**src/rtl/pc_stack_unit.sv**
```systemverilog
// Call/return stack sequencer: moves a 12-bit return address between the core and RAM page STACK_PAGE
// as three nibbles. Define PC_STACK_GUARD_EN to enable the sticky stack_fault wrap detector.
module pc_stack_unit #(
  parameter logic [3:0] STACK_PAGE = 4'h0
) (
  input  logic        clk,
  input  logic        reset_n,
  input  logic        start_push,
  input  logic        start_pop,
  input  logic        pop_skip,
  input  logic [11:0] push_pc,
  input  logic        sp_load,
  input  logic [7:0]  sp_load_data,
  output logic [11:0] mem_addr,
  output logic [3:0]  mem_wdata,
  output logic        mem_we,
  output logic        mem_re,
  input  logic [3:0]  mem_rdata,
  output logic [7:0]  sp,
  output logic [11:0] pc_out,
  output logic        busy,
  output logic        done,
  output logic        stack_fault
);

  typedef enum logic [2:0] {
    IDLE, PUSH_PCP, PUSH_PSH, PUSH_PSL, POP_PSL, POP_PSH, POP_PCP, POP_CAP
  } state_t;

  state_t      state, state_nxt;
  logic [11:0] push_data;
  logic        skip_flag;
  logic [3:0]  psl_nib, psh_nib;
  logic        idle, take_push, take_pop, take_load;

  function automatic logic [11:0] pc_advance(input logic [11:0] pc, input logic skip);
    return pc + {11'd0, skip};
  endfunction

  assign idle      = (state == IDLE);
  assign take_push = idle && start_push;
  assign take_pop  = idle && !start_push && start_pop;
  assign take_load = idle && !start_push && !start_pop && sp_load;
  assign busy      = !idle;

  // Memory strobes are decoded straight from state, so IDLE/POP_CAP (and reset) drive all zeros.
  always_comb begin
    state_nxt = state;
    mem_addr  = 12'h000;
    mem_wdata = 4'h0;
    mem_we    = 1'b0;
    mem_re    = 1'b0;
    case (state)
      IDLE: begin
        if (take_push)     state_nxt = PUSH_PCP;
        else if (take_pop) state_nxt = POP_PSL;
      end
      PUSH_PCP: begin
        mem_addr  = {STACK_PAGE, sp - 8'd1};
        mem_wdata = push_data[11:8];
        mem_we    = 1'b1;
        state_nxt = PUSH_PSH;
      end
      PUSH_PSH: begin
        mem_addr  = {STACK_PAGE, sp - 8'd2};
        mem_wdata = push_data[7:4];
        mem_we    = 1'b1;
        state_nxt = PUSH_PSL;
      end
      PUSH_PSL: begin
        mem_addr  = {STACK_PAGE, sp - 8'd3};
        mem_wdata = push_data[3:0];
        mem_we    = 1'b1;
        state_nxt = IDLE;
      end
      POP_PSL: begin
        mem_addr  = {STACK_PAGE, sp};
        mem_re    = 1'b1;
        state_nxt = POP_PSH;
      end
      POP_PSH: begin
        mem_addr  = {STACK_PAGE, sp + 8'd1};
        mem_re    = 1'b1;
        state_nxt = POP_PCP;
      end
      POP_PCP: begin
        mem_addr  = {STACK_PAGE, sp + 8'd2};
        mem_re    = 1'b1;
        state_nxt = POP_CAP;
      end
      POP_CAP:  state_nxt = IDLE;
      default:  state_nxt = IDLE;
    endcase
  end

  always_ff @(posedge clk or negedge reset_n) begin
    if (!reset_n) begin
      state  <= IDLE;
      sp     <= 8'h00;
      pc_out <= 12'h000;
      done   <= 1'b0;
    end else begin
      state <= state_nxt;
      done  <= (state == PUSH_PSL) || (state == POP_CAP);
      if (take_load)               sp <= sp_load_data;
      else if (state == PUSH_PSL)  sp <= sp - 8'd3;
      else if (state == POP_CAP)   sp <= sp + 8'd3;
      // PCP nibble read in POP_PCP arrives on mem_rdata during POP_CAP.
      if (state == POP_CAP) pc_out <= pc_advance({mem_rdata, psh_nib, psl_nib}, skip_flag);
    end
  end

  // Operand and nibble capture registers carry no reset; they are always written before use.
  always_ff @(posedge clk) begin
    if (take_push)           push_data <= push_pc;
    if (take_pop)            skip_flag <= pop_skip;
    if (state == POP_PSH)    psl_nib   <= mem_rdata;
    if (state == POP_PCP)    psh_nib   <= mem_rdata;
  end

`ifdef PC_STACK_GUARD_EN
  always_ff @(posedge clk or negedge reset_n) begin
    if (!reset_n) begin
      stack_fault <= 1'b0;
    end else if ((take_push && (sp < 8'h03)) || (take_pop && (sp > 8'hFC))) begin
      stack_fault <= 1'b1;
    end
  end
`else
  assign stack_fault = 1'b0;
`endif

endmodule

```
**config.mk**
```make
export PLATFORM = sky130hd
export DESIGN_NAME = pc_stack_unit
export DESIGN_NICKNAME = d
export VERILOG_FILES = /design/src/rtl/pc_stack_unit.sv
export SDC_FILE = /design/constraint.sdc
export NUM_CORES = 1
export LEC_CHECK = 0
export CAP_MARGIN = 20
export CORE_UTILIZATION = 50
export DETAILED_ROUTE_END_ITERATION = 16
export GPL_TIMING_DRIVEN = 0
export PLACE_DENSITY = 0.79
export REMOVE_ABC_BUFFERS = 1
export SLEW_MARGIN = 5
export SYNTH_ARGS = -nofsm -noshare
export SYNTH_HDL_FRONTEND = slang
export SYNTH_SLANG_ARGS = --single-unit
```
**constraint.sdc**
```tcl
create_clock -name clk -period 4 [get_ports clk]
set_input_delay 0.6 -clock clk [delete_from_list [all_inputs] [get_ports clk]]
set_output_delay 0.6 -clock clk [all_outputs]
set_load 0.02 [all_outputs]
```
Word-level counts from Yosys, hierarchy flattened
Index checks and enable logic that the tools add are counted.
Widths: inputs -> output; s select.
{ "word_totals": {"regBits": 45, "input_bits": 30, "word_cells": 47} }
{ "op_classes": {"n_addsub": 7, "n_eq_ne": 8, "muxes": 10, "reduce_logical": 14} }
{ "ops": {"columns": ["op", "n"], "rows": [
  ["$pmux 8 s6", 1],
  ["$mux 8", 3],
  ["$pmux 3 s7", 1],
  ["$add 8x2->8 const B", 2],
  ["$sub 8x2->8 const B", 2],
  ["$add 12x1->12", 1],
  ["$eq 3x3->1 const B", 4],
  ["$pmux 4 s3", 1],
  ["$add 8x1->8 const B", 1],
  ["$sub 8x1->8 const B", 1],
  ["$eq 3x2->1 const B", 2],
  ["$mux 3", 2],
  ["$reduce_or 3->1", 2],
  ["$logic_and 1x1->1", 5],
  ["$eq 3x1->1 const B", 1],
  ["$logic_not 1->1", 3],
  ["$logic_not 3->1", 1],
  ["$ne 3x1->1 const B", 1],
  ["$reduce_bool 3->1", 1],
  ["$mux 1", 2],
  ["$reduce_or 2->1", 1],
  ["$logic_or 1x1->1", 1]
]} }

Longest topological paths before layout
Gate-level depths: netlist (run 1).
{ "depth": {"word_depth": 6, "ltp_mapped": 10, "mapped_depth_nobuf": 9} }

Worst setup path before layout (run 1)
OpenSTA, ideal clock, no wires.
{ "synth_timing": {"path_kind": "reg-to-output", "startpoint": "register state[0]", "endpoint": "output port mem_addr[6]", "arrival_ns": 2.461, "required_time_ns": 3.400, "setup_slack_ns": 0.939, "stages_incl_launch_ff": 11, "path_buffers": 1, "cell_sequence": "dfrtp_1 > buf_2 > nor2b_1 > nand2_1 > inv_1 > fa_1 > nor2b_1 > o21ai_0 > a21oi_1 > or3_1 > a31o_1"} }
{ "synth_via": {"elab_chain_len": 2, "elab_cells_between_ends": 7, "classes_between": "6 x eq/ne; 1 x mux"} }
{ "synth_lines": {"columns": ["item", "line", "text"], "rows": [
  ["start: declaration", "30", "state_t state, state_nxt;"],
  ["start signal: assignment", "103", "state <= state_nxt;"],
  ["$eq 3x3->1 (tied with other cells)", "53", "case (state)"],
  ["$pmux 8 s6 *", "53", null],
  ["end: declaration", "14", "output logic [11:0] mem_addr,"]
]} }
Every way passes the cells marked *; elsewhere a longest branch is shown, timed or not.

Worst setup path after layout (run 1)
{ "layout_timing": {"startpoint": "register state[1]", "endpoint": "output port mem_addr[6]"} }
The elaborated chain is that of the path after synthesis.

==> results.py, run 1 <==
metrics = {
    "status": {
        "status": "finished, final reports clean",
    },
    "yosys": {
        "yosysWarnings": 0,
        "synth_seq_cells": 45,
        "synth_area_um2": 3000,
        "synth.distinct_cells": 54,
        "yosysSeqAreaShare_pct": 41.0,
        "syn_area_per_cell_um2": 9.56,
        "syn_inst": 314,
        "synth_edf_count": 21,
        "async_flop_share_pct": 53.3,
        "ys.flop_type": "dfrtp_1",
    },
    "sta": {
        "holdWs_ps": 483,
        "rsz0062_at_grt": "false",
        "slew_headroom_pct": 38.3,
        "final_hold_viol_count": 0,
        "fin_worst_skew_ps": 2.70,
        "worst_slew_pin_slew_ps": 922,
        "setup_viol": 0,
        "finalCriticalPeriod_ps": 3800,
        "fin_crit_sh_pct": 94.9,
        "timing.fmax_ghz": 0.263,
        "drv_slew": 0,
    },
    "final_layout": {
        "final_cells": 444,
        "final_common_cell": "clkdlybuf4s50_1",
        "layout.cells.most_common_list": "clkdlybuf4s50_1, nand2_1, nor2_1, dfrtp_1, edfxtp_1",
        "area_growth_pct": 26.5,
        "fin_nets": 420,
        "final_util_pct": 67.3,
        "drive_gt1_share_pct": 8.33,
        "diodes": 0,
    },
    "global_routing": {
        "grt_use_met1_pct": 29.0,
        "grt_first_pass_wirelength_um": 11000,
        "grt_pass1_vias": 2324,
        "grt_overflow_total": 0,
        "gr-usage-met3_pct": 4.91,
        "grt.total_usage_pct": 22.6,
        "antenna_found_initial": 0,
        "grt_busiest_layer": "met2",
        "use_met2_pct": 36.7,
        "grt_max_degree": 25,
    },
    "cts": {
        "clock_path_buffers": 2,
        "clock_latency_ps": 300,
        "numClockSinks": 45,
        "clk_pin_slew_worst_paths_ps": 90,
        "htreeDepth": 2,
        "cts_tree": "built",
        "cts_root_buffer": "clkbuf_8",
        "numCtsBuffers": 5,
    },
    "critical_path": {
        "worst-setup-path-type": "reg -> out",
        "end_kind": "output pin",
        "critPathMaxFanout": 20,
        "cp.arrival_ps": 3200,
        "worstPathRequired_ps": 3400,
        "critPathLaunchType": "flop",
    },
    "power": {
        "vdd_drop_max_uv": 482,
        "p_leak_nw": 1.50,
        "powerDensity_nw_per_um2": 892,
        "total_power_mw": 3.39,
    },
    "drt": {
        "ant_nets": 0,
        "viasPerCell": 5.63,
        "drt-total-wl_um": 6680,
        "avgRoutedWirePerCell_um": 15.0,
        "num_vias": 2499,
        "dr.first_iter.drc_count": 156,
        "first_pass_iters": 4,
        "drc_errors": 0,
    },
    "flow_run": {
        "drv_cap": 0,
    },
    "place": {
        "dpl.hpwl_um": 4850,
        "numPortBuffers": 65,
        "gp_congestion": 0.883,
        "dp.cells": 432,
    },
    "floorplan": {
        "ioPinCount": 71,
        "die_h_um": 79.5,
        "initial_core_util_pct": 53.2,
        "dieArea_um2": 6310,
        "die_w_um": 79.5,
        "num_rows": 27,
        "core-area_um2": 5640,
    },
    "min_path": {
        "hp-class": "reg -> reg",
    },
}
## what timing repair did
item,CTS,global route
gates resized for setup,7,3
endpoints found under the setup margin,7,4
pin swaps,0,1
buffers inserted,0,3
hold buffers,0,0
## Yosys cell counts, drive strengths merged (3+ instances only)
cell type	count	share of area (%)
edfxtp	21	21
nor2	29	3.6
a22oi	5	1.3
xor2	14	4.1
ha	17	7.1
dfrtp	24	20
o21ai	18	3.0
xnor2	15	4.4
a211oi	4	1.0
nor3	5	0.83
nor2b	4	0.83
o211ai	4	1.0
nand3	6	1.0
buf	17	3.6
and3	4	0.83
mux2	8	3.0
nand2	31	3.9
mux2i	3	1.0
inv	12	1.5
clkbuf	6	0.75
a21oi	17	2.8
or3	3	0.79
nand4	4	0.83
o22ai	5	1.0
a21o	4	1.0
nand2b	4	0.83
## layer usage
layer	wire (um)	part of all wire, %
met1	2940	44
met2	3180	48
met3	444	6.7
met4	110	1.6
met5	0	0
## final cells by class
type                       instances  area (um2)
clock inverter                     2        38.8
tap                               72        90.1
inverter                          12        45.0
sequential                        45        1240
fill                             467        1850
timing repair buffer              69         688
multi-input combinational        238        1620
clock buffer                       6        72.6
## final timing paths
path / endpoint / from / slack [ps] / cells past startpoint
max: mem_addr[6] / state[1]$_DFFE_PN0P_ / 200 / 9
min: pc_out[3]$_DFFE_PN0P_ / pc_out[3]$_DFFE_PN0P_ / 480 / 2
max reg2reg: sp[1]$_DFFE_PN0P_ / state[0]$_DFFE_PN0P_ / 1750 / 5
min reg2reg: pc_out[3]$_DFFE_PN0P_ / pc_out[3]$_DFFE_PN0P_ / 480 / 2
max in group asynchronous: sp[1]$_DFFE_PN0P_ / reset_n / 2910 / 2
min in group asynchronous: state[0]$_DFFE_PN0P_ / reset_n / 620 / 1
## per-stage QoR
step	setup WS [ps]	TNS (ps)	area, um2
after detailed placement	-163	-231	3630
after floorplan	790	0	2890
final	205	0	3800
after CTS	41.0	0	3750
after global placement	-129	-129	3630
after global routing	5.02	0	3800
## logic make-up after synthesis
family,after synthesis,synth area share (%)
other,1,0.125
AOI/OAI and AO/OA,71,15.3
xor gates and xnor gates,29,8.47
muxes,11,4.00
DFF,45,41.0
and+or+nand+nor,103,16.8
adders and majority gates,19,8.42
buffers and inverters,35,5.84
## critical path, cell delays in order, from the launching register on
cell	delay [ps]
dfrtp_4	590
nor2b_4	210
nand2_2	170
ha_1	340
nor2b_1	130
o21ai_0	220
a21oi_1	120
or3_1	350
a31o_1	220
clkdlybuf4s50_1	540
## registers in the layout, summed over array words and instances, names as in the netlist
| name | count |
|---|---|
| state | 3 |
| psl_nib | 4 |
| done | 1 |
| pc_out | 12 |
| psh_nib | 4 |
| skip_flag | 1 |
| push_data | 12 |
| sp | 8 |
## power by group
group	internal (mW)	switching, mW	leakage (nW)
Clock	0.189	0.159	0.0558
Sequential	0.653	0.271	0.476
Combinational	1.02	1.10	0.966
(Power assumes the default switching activity.)
==> inputs of run 2 (changes only) <==
--- a/config.mk
+++ b/config.mk
@@ -6,10 +6,11 @@
 export NUM_CORES = 1
 export LEC_CHECK = 0
 export CAP_MARGIN = 20
-export CORE_UTILIZATION = 50
+export CORE_ASPECT_RATIO = 0.75
+export CORE_UTILIZATION = 46
 export DETAILED_ROUTE_END_ITERATION = 16
 export GPL_TIMING_DRIVEN = 0
-export PLACE_DENSITY = 0.79
+export PLACE_DENSITY = 0.74
 export REMOVE_ABC_BUFFERS = 1
 export SLEW_MARGIN = 5
 export SYNTH_ARGS = -nofsm -noshare
==> constraint.sdc (replaced) <==
create_clock -name clk -period 3.6 [get_ports clk]
set_input_delay 0.54 -clock clk [delete_from_list [all_inputs] [get_ports clk]]
set_output_delay 0.54 -clock clk [all_outputs]
set_load 0.02 [all_outputs]
==> run 2 against run 1 <==
  * Flip-flop and latch count stayed put
  * Combinational power is 15% higher
  * Register-to-register slack worse by 490 ps
  * Die area is 8.5% higher
  * Critical path type unchanged
  * Critical endpoint unchanged
  * Largest cell class unchanged
  * Highest routed layer unchanged
==> results.py, run 2 (synthesis gave the netlist of run 1 again) <==
metrics = {
    "sta": {
        "slew_headroom_pct": 32.0,
        "fin_crit_sh_pct": 94.4,
        "final_hold_viol_count": 0,
        "finalCriticalPeriod_ps": 3400,
        "worst_slew_pin_slew_ps": 1020,
        "timing.fmax_ghz": 0.294,
        "setup_viol": 0,
        "rsz0062_at_grt": "false",
        "holdWs_ps": 482,
        "setup_tns_ps": 0,
        "fin_worst_skew_ps": 16.2,
        "drv_slew": 0,
    },
    "critical_path": {
        "r2r-end": "push_data[7]$_DFFE_PP_",
        "worstReg2RegStart": "state[0]$_DFFE_PN0P_",
        "critPathLaunch": "state[1]$_DFFE_PN0P_",
        "critPathMaxFanout": 11,
        "critPathLaunchType": "flop",
        "end_kind": "output pin",
        "worst-setup-path-type": "reg -> out",
        "rr_worst_depth": 4,
        "cp.arrival_ps": 2860,
        "endpoint": "mem_addr[6]",
        "rrSetupSlack_ps": 1260,
        "worstPathRequired_ps": 3060,
    },
    "place": {
        "dpl.hpwl_um": 5010,
        "gp_congestion": 0.846,
        "numPortBuffers": 65,
        "dpl_cell_area_um2": 3640,
    },
    "cts": {
        "cts_tree": "built",
        "numCtsBuffers": 5,
        "numClockSinks": 45,
        "clock_path_buffers": 2,
        "cts_root_buffer": "clkbuf_8",
        "clock_latency_ps": 310,
        "hold_buffers": 0,
        "clk_pin_slew_worst_paths_ps": 90,
        "htreeDepth": 2,
    },
    "floorplan": {
        "ioPinCount": 71,
        "core-area_um2": 6290,
        "die_w_um": 95.3,
        "dieArea_um2": 6850,
        "die_h_um": 71.9,
        "num_rows": 25,
        "initial_core_util_pct": 47.7,
    },
    "power": {
        "vdd_drop_max_uv": 619,
        "powerDensity_nw_per_um2": 989,
        "p_leak_nw": 1.55,
    },
    "min_path": {
        "hold_start": "pc_out[4]$_DFFE_PN0P_",
        "hp-class": "reg -> reg",
    },
    "final_layout": {
        "area_growth_pct": 28.2,
        "final_common_cell": "clkdlybuf4s50_1",
        "fin_nets": 425,
        "multiInputGateArea_um2": 1620,
        "layout.cells.most_common_list": "clkdlybuf4s50_1, nand2_1, nor2_1, dfrtp_1, edfxtp_1",
        "top_regs": "pc_out: 12 flops, push_data: 12 flops, sp: 8 flops",
        "seq_area_um2": 1240,
        "drive_gt1_share_pct": 9.81,
        "fill_cells": 546,
        "fin_area_um2": 3850,
        "diodes": 0,
    },
    "global_routing": {
        "grt_max_degree": 25,
        "antenna_found_initial": 0,
        "grt_first_pass_wirelength_um": 11700,
        "grt_overflow_total": 0,
        "grt_pass1_vias": 2328,
        "grt.total_usage_pct": 22.8,
    },
    "drt": {
        "dr.first_iter.drc_count": 185,
        "ant_nets": 0,
        "first_pass_iters": 4,
        "met3WireLength_um": 591,
        "drc_errors": 0,
        "met2_length_um": 3010,
        "drt-met1-wl_um": 3570,
        "num_vias": 2482,
        "avgRoutedWirePerCell_um": 15.8,
        "drt-total-wl_um": 7240,
        "dr.max_layer_used": "met4",
        "viasPerCell": 5.42,
    },
    "flow_run": {
        "drv_cap": 0,
    },
    "status": {
        "status": "finished, final reports clean",
    },
}
==> run 2: cell count changes in the layout (fill, tap and decap cells not counted) <==
cell             before  now
o21ai_1               1    2
clkdlybuf4s50_1      65   61
buf_4                 3    8
inv_2                 1    2
inv_1                11   10
clkinv_4              0    1
dlymetal6s2s_1        0    2
inv_6                 1    0
o21ai_0              17   16
dlygate4sd2_1         0    2
==> run 2: repair_timing <==
action                     CTS  global route
setup buffers                8             0
resized for setup           14             2
setup endpoints to repair    7             2
gates cloned                 0             0
pin swaps                    1             0
==> run 2: where the power goes <==
part / leakage, nW / total (mW) / internal [mW] / switching, mW
sequential: 0.476 / 0.991 / 0.725 / 0.266
combinational: 1.02 / 2.43 / 1.14 / 1.29
clock: 0.0554 / 0.383 / 0.208 / 0.175
==> run 2: worst min path at each step <==
stage                       endpoint  slack (ps)  cells after the start
2_1_floorplan         done$_DFF_PN0_         240                      0
3_3_place_gp   pc_out[2]$_DFFE_PN0P_         460                      2
3_5_place_dp   pc_out[4]$_DFFE_PN0P_         470                      2
4_1_cts        pc_out[4]$_DFFE_PN0P_         490                      2
5_1_grt        pc_out[6]$_DFFE_PN0P_         510                      2
6_report       pc_out[4]$_DFFE_PN0P_         480                      2
==> run 2: area by class of cell <==
type                       count  share of cell area (%)
clock buffer                   6                    1.89
clock inverter                 2                    1.01
inverter                      12                    1.17
multi-input combinational    238                    42.1
sequential                    45                    32.3
tap                           81                    2.63
timing repair buffer          74                    18.9
==> run 2: worst max-delay path, cell delays in order (launching register included) <==
cell,delay [ps]
dfrtp_4,560
nor2b_4,180
nand2_2,170
inv_2,170
fa_1,260
nor2b_1,70
o21ai_1,170
a21oi_1,110
or3_1,340
a31o_1,210
dlygate4sd2_1,310
==> run 2: per-stage QoR <==
| step | std cells | util (%) | worst slack, ps | total power, mW |
|---|---|---|---|---|
| after detailed placement | 441 | 57.9 | -776 | 3.33 |
| final | 458 | 61.2 | 203 | 3.81 |
| after global routing | 458 | 61.2 | 33.5 | 4.09 |
| after global placement | 441 | 57.9 | -746 | 3.30 |
| after floorplan | 295 | - | 450 | 2.44 |
| after CTS | 457 | 60.9 | 9.62 | 3.82 |
==> run 2: per-layer routing <==
| layer | track usage, % | vias up |
|---|---|---|
| met2 | 32.6 | 109 |
| met4 | 6.06 | 0 |
| met1 | 35.0 | 1134 |
| li1 | - | 1231 |
| met3 | 4.40 | 8 |
| met5 | 0 | - |
